File: src/rtl/bayes_axi_master.sv
// bayes_axi_master: single-burst AXI4 initiator streaming classifier vectors to and from memory
module bayes_axi_master #(
  parameter int C_AXI_ID_WIDTH   = 2,
  parameter int C_AXI_DATA_WIDTH = 32,
  parameter int C_AXI_ADDR_WIDTH = 32,
  parameter int C_AXI_ID         = 0
) (
  input  logic                          M_AXI_ACLK,
  input  logic                          M_AXI_ARESET,
  input  logic                          cmd_valid,
  output logic                          cmd_ready,
  input  logic                          cmd_write,
  input  logic [C_AXI_ADDR_WIDTH-1:0]   cmd_addr,
  input  logic [7:0]                    cmd_len,
  input  logic [C_AXI_DATA_WIDTH-1:0]   wr_data,
  input  logic                          wr_valid,
  output logic                          wr_ready,
  output logic [C_AXI_DATA_WIDTH-1:0]   rd_data,
  output logic                          rd_valid,
  input  logic                          rd_ready,
  output logic                          rd_last,
  output logic                          done,
  output logic                          err,
  output logic [C_AXI_ID_WIDTH-1:0]     M_AXI_AWID,
  output logic [C_AXI_ADDR_WIDTH-1:0]   M_AXI_AWADDR,
  output logic [7:0]                    M_AXI_AWLEN,
  output logic [2:0]                    M_AXI_AWSIZE,
  output logic [1:0]                    M_AXI_AWBURST,
  output logic                          M_AXI_AWLOCK,
  output logic [3:0]                    M_AXI_AWCACHE,
  output logic [2:0]                    M_AXI_AWPROT,
  output logic [3:0]                    M_AXI_AWQOS,
  output logic                          M_AXI_AWVALID,
  input  logic                          M_AXI_AWREADY,
  output logic [C_AXI_DATA_WIDTH-1:0]   M_AXI_WDATA,
  output logic [C_AXI_DATA_WIDTH/8-1:0] M_AXI_WSTRB,
  output logic                          M_AXI_WLAST,
  output logic                          M_AXI_WVALID,
  input  logic                          M_AXI_WREADY,
  input  logic [C_AXI_ID_WIDTH-1:0]     M_AXI_BID,
  input  logic [1:0]                    M_AXI_BRESP,
  input  logic                          M_AXI_BVALID,
  output logic                          M_AXI_BREADY,
  output logic [C_AXI_ID_WIDTH-1:0]     M_AXI_ARID,
  output logic [C_AXI_ADDR_WIDTH-1:0]   M_AXI_ARADDR,
  output logic [7:0]                    M_AXI_ARLEN,
  output logic [2:0]                    M_AXI_ARSIZE,
  output logic [1:0]                    M_AXI_ARBURST,
  output logic                          M_AXI_ARLOCK,
  output logic [3:0]                    M_AXI_ARCACHE,
  output logic [2:0]                    M_AXI_ARPROT,
  output logic [3:0]                    M_AXI_ARQOS,
  output logic                          M_AXI_ARVALID,
  input  logic                          M_AXI_ARREADY,
  input  logic [C_AXI_ID_WIDTH-1:0]     M_AXI_RID,
  input  logic [C_AXI_DATA_WIDTH-1:0]   M_AXI_RDATA,
  input  logic [1:0]                    M_AXI_RRESP,
  input  logic                          M_AXI_RLAST,
  input  logic                          M_AXI_RVALID,
  output logic                          M_AXI_RREADY
);
  localparam int LB = (C_AXI_DATA_WIDTH == 64) ? 3 : 2;
  typedef enum logic [2:0] {IDLE, CHECK, RD_ADDR, RD_DATA, WR_ADDR, WR_DATA, WR_RESP, DONE} state_t;
  state_t state_q, state_d;
  logic write_q, write_d, err_q, err_d;
  logic [C_AXI_ADDR_WIDTH-1:0] addr_q, addr_d;
  logic [7:0] len_q, len_d, cnt_q, cnt_d;
  logic last, bad, unused_ids;
  logic [13:0] span;
  assign unused_ids = ^{M_AXI_BID, M_AXI_RID};
  assign last = cnt_q == len_q;
  assign span = {2'b00, addr_q[11:0]} + ((14'(len_q) + 14'd1) << LB);
  assign bad = (|addr_q[LB-1:0]) || (span > 14'd4096);
  assign cmd_ready = state_q == IDLE;
  assign M_AXI_AWID = C_AXI_ID_WIDTH'(C_AXI_ID);
  assign M_AXI_AWADDR = addr_q;
  assign M_AXI_AWLEN = len_q;
  assign M_AXI_AWSIZE = 3'(LB);
  assign M_AXI_AWBURST = 2'b01;
  assign M_AXI_AWLOCK = 1'b0;
  assign M_AXI_AWCACHE = 4'b0011;
  assign M_AXI_AWPROT = 3'b000;
  assign M_AXI_AWQOS = 4'b0000;
  assign M_AXI_AWVALID = state_q == WR_ADDR;
  assign M_AXI_ARID = C_AXI_ID_WIDTH'(C_AXI_ID);
  assign M_AXI_ARADDR = addr_q;
  assign M_AXI_ARLEN = len_q;
  assign M_AXI_ARSIZE = 3'(LB);
  assign M_AXI_ARBURST = 2'b01;
  assign M_AXI_ARLOCK = 1'b0;
  assign M_AXI_ARCACHE = 4'b0011;
  assign M_AXI_ARPROT = 3'b000;
  assign M_AXI_ARQOS = 4'b0000;
  assign M_AXI_ARVALID = state_q == RD_ADDR;
  assign M_AXI_WDATA = wr_data;
  assign M_AXI_WSTRB = '1;
  assign M_AXI_WLAST = last;
  assign M_AXI_WVALID = (state_q == WR_DATA) && wr_valid;
  assign wr_ready = (state_q == WR_DATA) && M_AXI_WREADY;
  assign M_AXI_BREADY = state_q == WR_RESP;
  assign rd_data = M_AXI_RDATA;
  assign rd_valid = (state_q == RD_DATA) && M_AXI_RVALID;
  assign rd_last = (state_q == RD_DATA) && last;
  assign M_AXI_RREADY = (state_q == RD_DATA) && rd_ready;
  assign done = state_q == DONE;
  assign err = done && err_q;
  // burst sequencing: the beat counter, not RLAST, decides when a burst ends
  always_comb begin
    state_d = state_q;
    write_d = write_q;
    addr_d = addr_q;
    len_d = len_q;
    cnt_d = cnt_q;
    err_d = err_q;
    case (state_q)
      IDLE: if (cmd_valid) begin
        write_d = cmd_write;
        addr_d = cmd_addr;
        len_d = cmd_len;
        cnt_d = '0;
        err_d = 1'b0;
        state_d = CHECK;
      end
      CHECK: begin
        err_d = bad;
        state_d = bad ? DONE : write_q ? WR_ADDR : RD_ADDR;
      end
      WR_ADDR: state_d = M_AXI_AWREADY ? WR_DATA : WR_ADDR;
      WR_DATA: if (wr_valid && M_AXI_WREADY) begin
        cnt_d = last ? 8'd0 : cnt_q + 8'd1;
        state_d = last ? WR_RESP : WR_DATA;
      end
      WR_RESP: if (M_AXI_BVALID) begin
        err_d = err_q | (M_AXI_BRESP != 2'b00);
        state_d = DONE;
      end
      RD_ADDR: state_d = M_AXI_ARREADY ? RD_DATA : RD_ADDR;
      RD_DATA: if (M_AXI_RVALID && rd_ready) begin
        err_d = err_q | (M_AXI_RRESP != 2'b00) | (M_AXI_RLAST != last);
        cnt_d = last ? 8'd0 : cnt_q + 8'd1;
        state_d = last ? DONE : RD_DATA;
      end
      default: state_d = IDLE;
    endcase
  end
  // state and command registers; reset aborts any burst in flight
  always_ff @(posedge M_AXI_ACLK) begin
    if (M_AXI_ARESET) begin
      state_q <= IDLE;
      write_q <= 1'b0;
      addr_q <= '0;
      len_q <= '0;
      cnt_q <= '0;
      err_q <= 1'b0;
    end else begin
      state_q <= state_d;
      write_q <= write_d;
      addr_q <= addr_d;
      len_q <= len_d;
      cnt_q <= cnt_d;
      err_q <= err_d;
    end
  end
endmodule

File: config.mk
export PLATFORM = sky130hd
export DESIGN_NAME = bayes_axi_master
export DESIGN_NICKNAME = d
export VERILOG_FILES = /design/src/rtl/bayes_axi_master.sv
export SDC_FILE = /design/constraint.sdc
export NUM_CORES = 1
export LEC_CHECK = 0
export ABC_CLOCK_PERIOD_IN_PS = 4860
export BUFFER_PORTS_ARGS = -buffer_cell sky130_fd_sc_hd__clkbuf_2
export CORE_AREA = 2 2 124 126
export CTS_CLUSTER_SIZE = 16
export DETAILED_ROUTE_END_ITERATION = 10
export DIE_AREA = 0 0 126 128
export GPL_TIMING_DRIVEN = 0
export HOLD_SLACK_MARGIN = 0.02
export PLACE_DENSITY = 0.66
export SLEW_MARGIN = 20
export SYNTH_ARGS = -nofsm -noshare
export SYNTH_HDL_FRONTEND = slang
export SYNTH_SLANG_ARGS = --single-unit
File: constraint.sdc
create_clock -name M_AXI_ACLK -period 4.86 [get_ports M_AXI_ACLK]
set_clock_uncertainty 0.2 [all_clocks]
set_input_delay 1.215 -clock M_AXI_ACLK [delete_from_list [all_inputs] [get_ports M_AXI_ACLK]]
set_output_delay 1.215 -clock M_AXI_ACLK [all_outputs]
set_load 0.05 [all_outputs]
==> results of run 1 <==
area by class of cell:
class	count	area share, %
clock inverter	1	0.08905
sequential	53	18.88
multi-input combinational	355	34.13
clock buffer	7	2.716
inverter	5	0.3339
tap	188	4.185
buffer	166	20.88
timing repair buffer	211	18.79
final timing paths:
check,from,to,slack [ps],cells past startpoint
worst max-delay path,M_AXI_ARLEN[0]$_SDFFE_PP0P_,state_q[0]$_SDFFE_PP0P_,1170,11
worst max register to register,M_AXI_ARLEN[0]$_SDFFE_PP0P_,state_q[0]$_SDFFE_PP0P_,1170,11
worst min-delay path,M_AXI_ARADDR[12]$_SDFFE_PP0P_,M_AXI_ARADDR[12]$_SDFFE_PP0P_,270,2
worst min register to register,M_AXI_ARADDR[12]$_SDFFE_PP0P_,M_AXI_ARADDR[12]$_SDFFE_PP0P_,270,2
layout by cell type (no fill, tap or decap), types with 2 or more instances in the layout:
cell,synthesis,layout
a2111oi_0,2,2
a211oi_1,5,5
a21o_1,2,2
a21oi_1,54,54
a221oi_1,3,3
a31oi_1,2,2
and2_1,4,4
and3_1,9,9
buf_2,2,2
buf_4,146,146
clkbuf_1,18,18
clkbuf_16,0,5
clkbuf_2,0,211
clkbuf_8,0,2
conb_1,2,42
dfxtp_1,53,53
ha_1,12,12
inv_1,5,5
nand2_1,103,103
nand2b_1,5,5
nand3_1,9,9
nand4_1,2,2
nand4b_1,2,2
nor2_1,23,23
nor2b_1,3,3
nor3_1,11,11
o21ai_0,12,12
o21ai_1,3,3
o21bai_1,2,2
o22ai_1,3,3
or2_2,2,2
xnor2_1,18,18
xor2_1,5,5
registers in the layout, summed over array words and instances (netlist names):
signal,flops
M_AXI_ARLEN,8
err_q,1
M_AXI_ARADDR,32
state_q,3
cnt_q,8
write_q,1
metal layers:
layer	up-vias	track usage, %
met4	0	3.103
met2	170	22.90
met3	8	1.962
met1	1831	17.97
met5	-	0
li1	2121	-
worst reg2reg max path: cells and delay by family, from the launching register on:
kind / cells / cell delay (ps)
and+or+nand+nor: 4 / 770
xor gates and xnor gates: 2 / 210
DFF: 1 / 530
AOI/OAI and AO/OA: 4 / 1470
adders and majority gates: 1 / 360
report_power, final:
part | leakage (nW) | switching [W] | internal (W)
Sequential | 0.433 | 0.0000978 | 0.000513
Combinational | 2.43 | 0.00122 | 0.000464
Clock | 0.0799 | 0.000160 | 0.000219
kinds of logic (layout without fill, tap and decap cells):
| kind of cell | count (synthesis) | after routing |
|---|---|---|
| fa+ha+maj | 13 | 13 |
| mux | 1 | 1 |
| xor+xnor | 23 | 23 |
| other cells | 2 | 42 |
| simple gates | 177 | 177 |
| compound gates | 99 | 99 |
| flops | 53 | 53 |
| buf+inv | 171 | 390 |
through the flow:
stage                     std cells  util [%]
final                           986     37.81
after CTS                       986     37.81
after floorplan                 579         -
after global routing            986     37.81
after detailed placement        978     36.75
after global placement          978     36.75
==> summary.md, run 1 <==
| Metric | Value |
|---|---|
| First-pass GRT wire length | 17,670 um |
| Port Buf Inserts | 211 |
| Vias | 4,130 |
| Cell Rows | 45 |
| Crit path launch type | flop |
| Fin. Hold Viols | 0 |
| Antenna cell count | 0 |
| IR drop worst, VDD | 0.0002362 V |
| WP data arrival | 3630 ps |
| Final routed DRC violation total | 0 |
| I/O pin count | 322 |
| Avg Inst Size Synth | 7.461 sq um |
| Filler Cell Count | 1,608 |
| Wl on met1 | 5158 um |
| PwrDens | 475.6 nW/um^2 |
| Multi-input logic area | 1918 sq um |
| Top-area cell type share of the netlist area | 27.26% |
| Post-route clock period utilization | 75.86% |
| Place WS | 1202 ps |
| Largest family of logic cells by synthesized area | buffers and inverters |
| Status | finished, final reports clean |
| Placed Area | 5463 sq um |
| Simple logic cell fraction of the synthesized area | 19.38% |
| Clock Tree Buf Depth | 2 |
| Largest net degree at the start of global routing | 16 |
| Synth Register Bits | 53 |
| Post-synth top area cell | buf_4 |
| # clock sinks | 53 |
| TritonCTS Buffers | 5 |
| Final worst slack | 1173 ps |
| Total Power | 0.002673 W |
| Worst Path Required | 4800 ps |
| Most frequent cell after synthesis | buf_4 |
| Sequential area share after synthesis | 26.38% |
| Storage element area | 1061 sq um |
| Most used cell, CP | xnor2_1 |
| Clk root buf | clkbuf_16 |
| Vias in the first global route | 3,494 |
| Worst skew pair latency | 290 ps |
| Synth unique cells | 47 |
| Main synth FF type | dfxtp_1 |
| Met3 WL | 808 um |
| H-tree Lvls | 2 |
| Post-Route Setup TNS | 0 ps |
| DIE WIDTH | 126 um |
| Die height | 128 um |
| Postcts setup bufs | 0 |
| WP buf/inv | 0 |
| Vias per std cell | 4.189 |
| PostCTS Resize Cnt | 0 |
| Fin. max-slew vios | 0 |
| Worst hold slack | 274.8 ps |
| Critical path class | flop to flop |
| CP Cell Sequence | and3_1 -> nand3_1 -> or2_2 -> xnor2_1 -> ha_1 -> a2111oi_0 -> o21ai_1 -> nand2_1 -> xnor2_1 -> o41ai_2 -> a221oi_1 |
| Worst min path class | flop to flop |
| Maxcap violations | 0 |
| Clock slew at reported path FFs | 70 ps |
| Congestion Overflow GR | 0 |
| Mapped Cells | 539 |
| Post-synth ARST share | 0% |
| Crit-path slowest cell | o41ai_2 |
| CTS tree | yes |
| Crit path largest cell delay | 720 ps |
| Crit path time final | 3687 ps |
| Headroom to the max-slew limit | 51.51% |
| CP top delay family | compound AO/OA/AOI/OAI gates |
| Initial antenna violation count | 0 |
| First drt pass iteration count | 4 |
| RSZ-0062 raised after global routing | no |
| Die area | 16,130 sq um |
| Compound-gate portion of the synthesized area | 14.90% |
| Worst Tran Pin Value | 719.5 ps |
| Initial core utilization | 27.05% |
| Mean routed wirelength per cell | 12.01 um |
| DR iter-0 viols | 179 |
| Layout cells sized above 1 | 47.12% |
| Xor/xnor share of the synthesized area | 5.009% |
| Worst setup EP type | flop |
| Final nets | 934 |
| Fmax | 271.2 MHz |
| Tot GR Track Use | 13.42% |
| Routed Antenna Nets | 0 |
| Core area | 14,860 sq um |
| Leakage power total | 2.946 nW |
| DR top layer | met4 |
| Yosys warns | 0 |
| Crit path max fanout | 8 |
| Mux cell area share after synthesis | 0.2489% |
| Final Setup Violations | 0 |
| Final Wtd Congestion | 0.8668 |
| DP HPWL | 9818 um |
| Synth area leaders | buf_4 (27%), dfxtp_1 (26%), nand2_1 (9.6%), a21oi_1 (6.7%), xnor2_1 (3.9%) |
| Cell Area, Synth | 4021 sq um |
| Metal2 WL | 5761 um |
| Adder-cell share of the synthesized area | 4.231% |
| Finished Cell Area | 5620 sq um |
| Area grow syn2layout | 39.76% |
| Number of flops mapped to enable cells by yosys | 0 |
| Most frequent cells after synthesis | buf_4 (146), nand2_1 (103), a21oi_1 (54) |
| Post-CTS Hold Fix Bufs | 0 |
| Routed Wire Length | 11,840 um |
No activity file was read; power rests on OpenSTA's default activity.
==> run 2: changes to the inputs <==
ABC_AREA = 1   (was unset)
ABC_CLOCK_PERIOD_IN_PS = 3600   (was 4860)
CORE_AREA = 2 2 126 128   (was 2 2 124 126)
DIE_AREA = 0 0 128 130   (was 0 0 126 128)
clock period = 3.6 ns   (was 4.86 ns; I/O delays follow)
==> summary.md, run 2 <==
| Metric | Value |
|---|---|
| Layout cells sized above 1 | 44.24% |
| Most frequent cell after synthesis | buf_4 |
| Critical path depth | 20 |
| Crit path largest cell delay | 430 ps |
| Synth area leaders | buf_4 (26%), dfxtp_1 (25%), nand2_1 (10%), a21oi_1 (7.2%), nand3_1 (5.6%) |
| First drt pass iteration count | 4 |
| Final Setup Violations | 0 |
| Max FFs per register | 32 |
| Crit path time final | 3122 ps |
| Mean routed wirelength per cell | 12.31 um |
| Vias per std cell | 4.120 |
| Die area | 16,640 sq um |
| Crit path max fanout | 5 |
| Largest net degree at the start of global routing | 19 |
| Main synth FF type | dfxtp_1 |
| H-tree Lvls | 2 |
| Post-Route Setup TNS | 0 ps |
| Top-area cell type share of the netlist area | 26.46% |
| Headroom to the max-slew limit | 60.42% |
| Fin. Hold Viols | 0 |
| Post-route clock period utilization | 86.71% |
| Initial core utilization | 27.04% |
| Critical path class | flop to flop |
| IR drop worst, VDD | 0.0004118 V |
| PwrDens | 724.6 nW/um^2 |
| Post-Place Cells | 1,052 |
| TritonCTS Buffers | 5 |
| Cell Area, Synth | 4170 sq um |
| Maxcap violations | 0 |
| Final nets | 1,004 |
| Register-to-Register Setup Slack | 480 ps |
| Filler Cell Count | 1,685 |
| I/O pin count | 322 |
| DR iter-0 viols | 216 |
| Die height | 130 um |
| Status | finished, final reports clean |
| WP data arrival | 3090 ps |
| Post-synth top area cell | buf_4 |
| CP Cell Sequence | ha_1 -> nand3_1 -> nor3_1 -> xor2_1 -> inv_1 -> ha_1 -> nand2_1 -> inv_1 -> a21oi_1 -> nand2_1 -> nand2_1 -> nand2_1 -> nor2_1 -> nand3_1 -> nand2_1 -> nand2_1 -> nand2_1 -> nand2_1 -> nand2_1 -> a21oi_1 |
| Commonest non-fill, non-tap cell in the layout | clkbuf_2 |
| Multi-input logic area | 1867 sq um |
| Worst Tran Pin Value | 593.7 ps |
| Finished Core Util | 37.59% |
| R2R depth | 20 |
| Worst Path Required | 3570 ps |
| Synth Register Bits | 53 |
| Number of flops mapped to enable cells by yosys | 0 |
| Fin. max-slew vios | 0 |
| Clk root buf | clkbuf_16 |
| Storage element area | 1061 sq um |
| Routed Wire Length | 13,050 um |
| Cell Rows | 46 |
| Fmax | 320.3 MHz |
| Crit path launch type | flop |
| Yosys warns | 0 |
| Initial antenna violation count | 1 |
| Worst Hold Path Cells | 2 |
| Synth unique cells | 34 |
| Clock Tree Buf Depth | 2 |
| Leakage power total | 3.229 nW |
| DP HPWL | 10,890 um |
| Vias in the first global route | 3,805 |
| Worst setup EP type | flop |
| Sequential area share after synthesis | 25.44% |
| Most frequent cells after synthesis | buf_4 (147), nand2_1 (114), a21oi_1 (60) |
| Final Instance Count excl. Fillers | 1,060 |
| Port Buf Inserts | 210 |
| Vias | 4,367 |
| RSZ-0062 raised after global routing | no |
| First-pass GRT wire length | 19,420 um |
| Min-delay src | M_AXI_ARADDR[30]$_SDFFE_PP0P_ |
| Routed Antenna Nets | 0 |
| Tot GR Track Use | 15.01% |
| Post-synth ARST share | 0% |
| CP top delay family | simple AND/OR/NAND/NOR gates |
| DIE WIDTH | 128 um |
| Worst skew pair latency | 300 ps |
| WHS Endpoint | M_AXI_ARADDR[30]$_SDFFE_PP0P_ |
| Postcts setup bufs | 0 |
| WP buf/inv | 2 |
| CTS tree | yes |
| Crit-path slowest cell | dfxtp_1 |
| Mapped Cells | 610 |
| Most frequent cells in the layout | clkbuf_2 (210), buf_4 (147), nand2_1 (114), a21oi_1 (60), inv_1 (59) |
| Worst min path class | flop to flop |
| Antenna cell count | 0 |
| Final routed DRC violation total | 0 |
| # clock sinks | 53 |
| Core area | 15,420 sq um |
| Final Wtd Congestion | 0.8669 |
| Most used cell, CP | nand2_1 |
| Worst r2r src | M_AXI_ARLEN[1]$_SDFFE_PP0P_ |
| Area grow syn2layout | 39.03% |
| Congestion Overflow GR | 0 |
| Avg Inst Size Synth | 6.836 sq um |
| Reg-to-Reg End | state_q[0]$_SDFFE_PP0P_ |
| Clock slew at reported path FFs | 80 ps |
-- run 2: worst max path at each step --
stage	startpoint	end	slack, ps
after CTS	M_AXI_ARLEN[0]$_SDFFE_PP0P_	state_q[1]$_SDFFE_PP0P_	290
after global placement	M_AXI_ARLEN[0]$_SDFFE_PP0P_	state_q[1]$_SDFFE_PP0P_	300
after floorplan	M_AXI_ARLEN[0]$_SDFFE_PP0P_	state_q[0]$_SDFFE_PP0P_	410
after global routing	M_AXI_ARLEN[0]$_SDFFE_PP0P_	state_q[1]$_SDFFE_PP0P_	40
after detailed placement	M_AXI_ARLEN[0]$_SDFFE_PP0P_	state_q[1]$_SDFFE_PP0P_	300
final	M_AXI_ARLEN[1]$_SDFFE_PP0P_	state_q[0]$_SDFFE_PP0P_	480
-- run 2: timing repair --
item / in CTS / in global routing
resized for setup: 0 / 2
setup endpoints to repair: 0 / 4
hold buffers: 0 / 0
-- run 2: metrics by stage --
stage          total power, W  cell area (sq um)  hold slack [ps]  worst slack (ps)
5_1_grt              0.004482               5798            305.9             38.21
4_1_cts              0.004235               5787            285.3             288.9
2_1_floorplan        0.003028               4320            244.5             414.2
3_5_place_dp         0.003630               5612            272.7             303.0
3_3_place_gp         0.003615               5612            267.5             303.9
6_report             0.004201               5798            284.3             478.3
-- run 2: power by group --
part	total, W	switching (W)	internal [W]
sequential	0.000874	0.000157	0.000717
combinational	0.00274	0.00199	0.000745
clock	0.000592	0.000257	0.000335
-- run 2: layout make-up --
class	count	area share [%]
Timing Repair Buffer	210	18.13
Buffer	164	20.13
Clock buffer	5	2.158
Sequential cell	53	18.30
Tap cell	192	4.143
Inverter	63	4.079
Multi-Input combinational cell	370	32.20
Clock inverter	3	0.8632
-- run 2: cell families after synthesis --
group                    count (synthesis)  synth area share (%)
other                                    2                0.1801
buffers and inverters                  227                 33.66
XOR/XNOR                                 7                 1.470
AND/OR/NAND/NOR                        224                 23.97
adder cells (fa/ha/maj)                 13                 4.080
AO/OA/AOI/OAI                           84                 11.19
flip-flops                              53                 25.44
-- run 2: layer usage --
metal  wire length (um)  global-route usage, %  vias to the layer above
met5                  0                      0                        -
met4                120                  3.878                        0
met3               1147                  3.649                        8
met2               6360                  26.80                      208
met1               5425                  18.14                     1891
li1                   -                      -                     2260
-- run 2: worst min-delay path, cell delays in order, from the launching register on --
cell	delay, ps
dfxtp_1	330
nand2_1	60
a21oi_1	50
==> run 3: changes to the inputs <==
RECOVER_POWER = 100   (was unset)
==> summary.md, run 3 (same netlist as run 2, synthesis figures left out) <==
| Metric | Value |
|---|---|
| Post-CTS Hold Fix Bufs | 0 |
| RSZ-0062 raised after global routing | no |
| Crit path max fanout | 6 |
| Initial antenna violation count | 1 |
| Layout cells sized above 1 | 25.92% |
| Die height | 130 um |
| Port Buf Inserts | 210 |
| Clock slew at reported path FFs | 80 ps |
| Worst skew pair latency | 300 ps |
| Maxcap violations | 0 |
| Routed Wire Length | 13,070 um |
| Place WS | 303.0 ps |
| Vias in the first global route | 3,805 |
| Vias per std cell | 4.116 |
| Leakage power total | 2.729 nW |
| PostCTS Resize Cnt | 0 |
| Routed Antenna Nets | 0 |
| Die area | 16,640 sq um |
| Initial core utilization | 27.04% |
| Worst setup EP type | output port |
| Max FFs per register | 32 |
| Worst Tran Pin Value | 1099 ps |
| DIE WIDTH | 128 um |
| Mean routed wirelength per cell | 12.33 um |
| Clock Tree Buf Depth | 2 |
| Cell Rows | 46 |
| I/O pin count | 322 |
| Area grow syn2layout | 33.72% |
| Total Power | 0.004087 W |
| Final routed DRC violation total | 0 |
| Clk root buf | clkbuf_16 |
| H-tree Lvls | 2 |
| Crit path time final | 3265 ps |
| DR iter-0 viols | 190 |
| First drt pass iteration count | 5 |
| Fmax | 306.3 MHz |
| CTS tree | yes |
| IR drop worst, VDD | 0.0004037 V |
| DP HPWL | 10,890 um |
| Antenna cell count | 0 |
| WP data arrival | 2160 ps |
| Final worst slack | 335.3 ps |
| PwrDens | 732.9 nW/um^2 |
| Commonest non-fill, non-tap cell in the layout | clkbuf_1 |
| Tot GR Track Use | 15.01% |
| Post-Route Setup TNS | 0 ps |
| Post-Place Cells | 1,052 |
| Crit path launch type | flop |
| First-pass GRT wire length | 19,420 um |
| Postcts setup bufs | 0 |
| Final Setup Violations | 0 |
| Fin. Hold Viols | 0 |
| Critical path class | flop to output port |
| Final Instance Count excl. Fillers | 1,060 |
| Final Wtd Congestion | 0.8669 |
| Worst min path class | flop to flop |
| Congestion Overflow GR | 0 |
| Post-route clock period utilization | 90.69% |
| # clock sinks | 53 |
| Core area | 15,420 sq um |
| Status | finished, final reports clean |
| Finished Core Util | 36.15% |
| TritonCTS Buffers | 5 |
| Most frequent cells in the layout | clkbuf_1 (170), buf_4 (147), nand2_1 (114), a21oi_1 (60), inv_1 (59) |
| Largest net degree at the start of global routing | 19 |
| Final nets | 1,004 |
| Headroom to the max-slew limit | 25.97% |
| Fin. max-slew vios | 0 |
| Worst Path Required | 2500 ps |
| Vias | 4,363 |
==> run 3: cell count changes in the layout (fill, tap and decap cells not counted), sizes merged <==
| cell | previous run | this run |
|---|---|---|
| clkbuf | 229 | 230 |
| buf | 150 | 149 |
==> run 3: path summary, 6_finish.rpt <==
check	from	end	slack, ps	depth (start not counted)
worst max register to register	M_AXI_ARLEN[1]$_SDFFE_PP0P_	state_q[0]$_SDFFE_PP0P_	470	20
worst max-delay path	M_AXI_ARLEN[4]$_SDFFE_PP0P_	rd_last	340	9
worst min-delay path	M_AXI_ARADDR[30]$_SDFFE_PP0P_	M_AXI_ARADDR[30]$_SDFFE_PP0P_	280	2
worst min register to register	M_AXI_ARADDR[30]$_SDFFE_PP0P_	M_AXI_ARADDR[30]$_SDFFE_PP0P_	280	2
==> run 3: per-layer routing <==
layer  up-vias  routed length, um  part of all wire, %  global-route usage [%]
met5         -                  0                    0                       0
met4         0                120                 0.92                   3.878
met3         8               1120                  8.6                   3.649
met2       204               6381                   49                   26.80
li1       2263                  -                    -                       -
met1      1888               5448                   42                   18.14
==> run 3: power breakdown <==
group | switching (W) | internal [W] | leakage, nW
logic | 0.00197 | 0.000659 | 2.21
clock network | 0.000254 | 0.000335 | 0.0859
registers | 0.000157 | 0.000717 | 0.434
total | 0.00238 | 0.00171 | 2.73
==> run 3: final cells by class <==
class	instances	area [sq um]
fill	1792	9848
multi-input combinational	370	1839
buffer	164	1167
sequential	53	1061
timing repair buffer	210	857.1
tap	192	240.2
inverter	63	236.5
clock buffer	5	125.1
clock inverter	3	50.05
==> run 3: worst max-delay path: stages, from the launching register on <==
cell and delay [ps]:
dfxtp_1 470, inv_1 110, nand2_1 70, nand4_1 140, nor2_1 130, nand2_1 160, inv_1 170, nand2_1 90
inv_1 60, clkbuf_1 460
==> run 3: stage by stage <==
step | area [sq um] | hold WS, ps
after CTS | 5787 | 285.3
final | 5577 | 282.9
after global routing | 5577 | 305.7
after detailed placement | 5612 | 272.7
after global placement | 5612 | 267.5
after floorplan | 4320 | 244.5
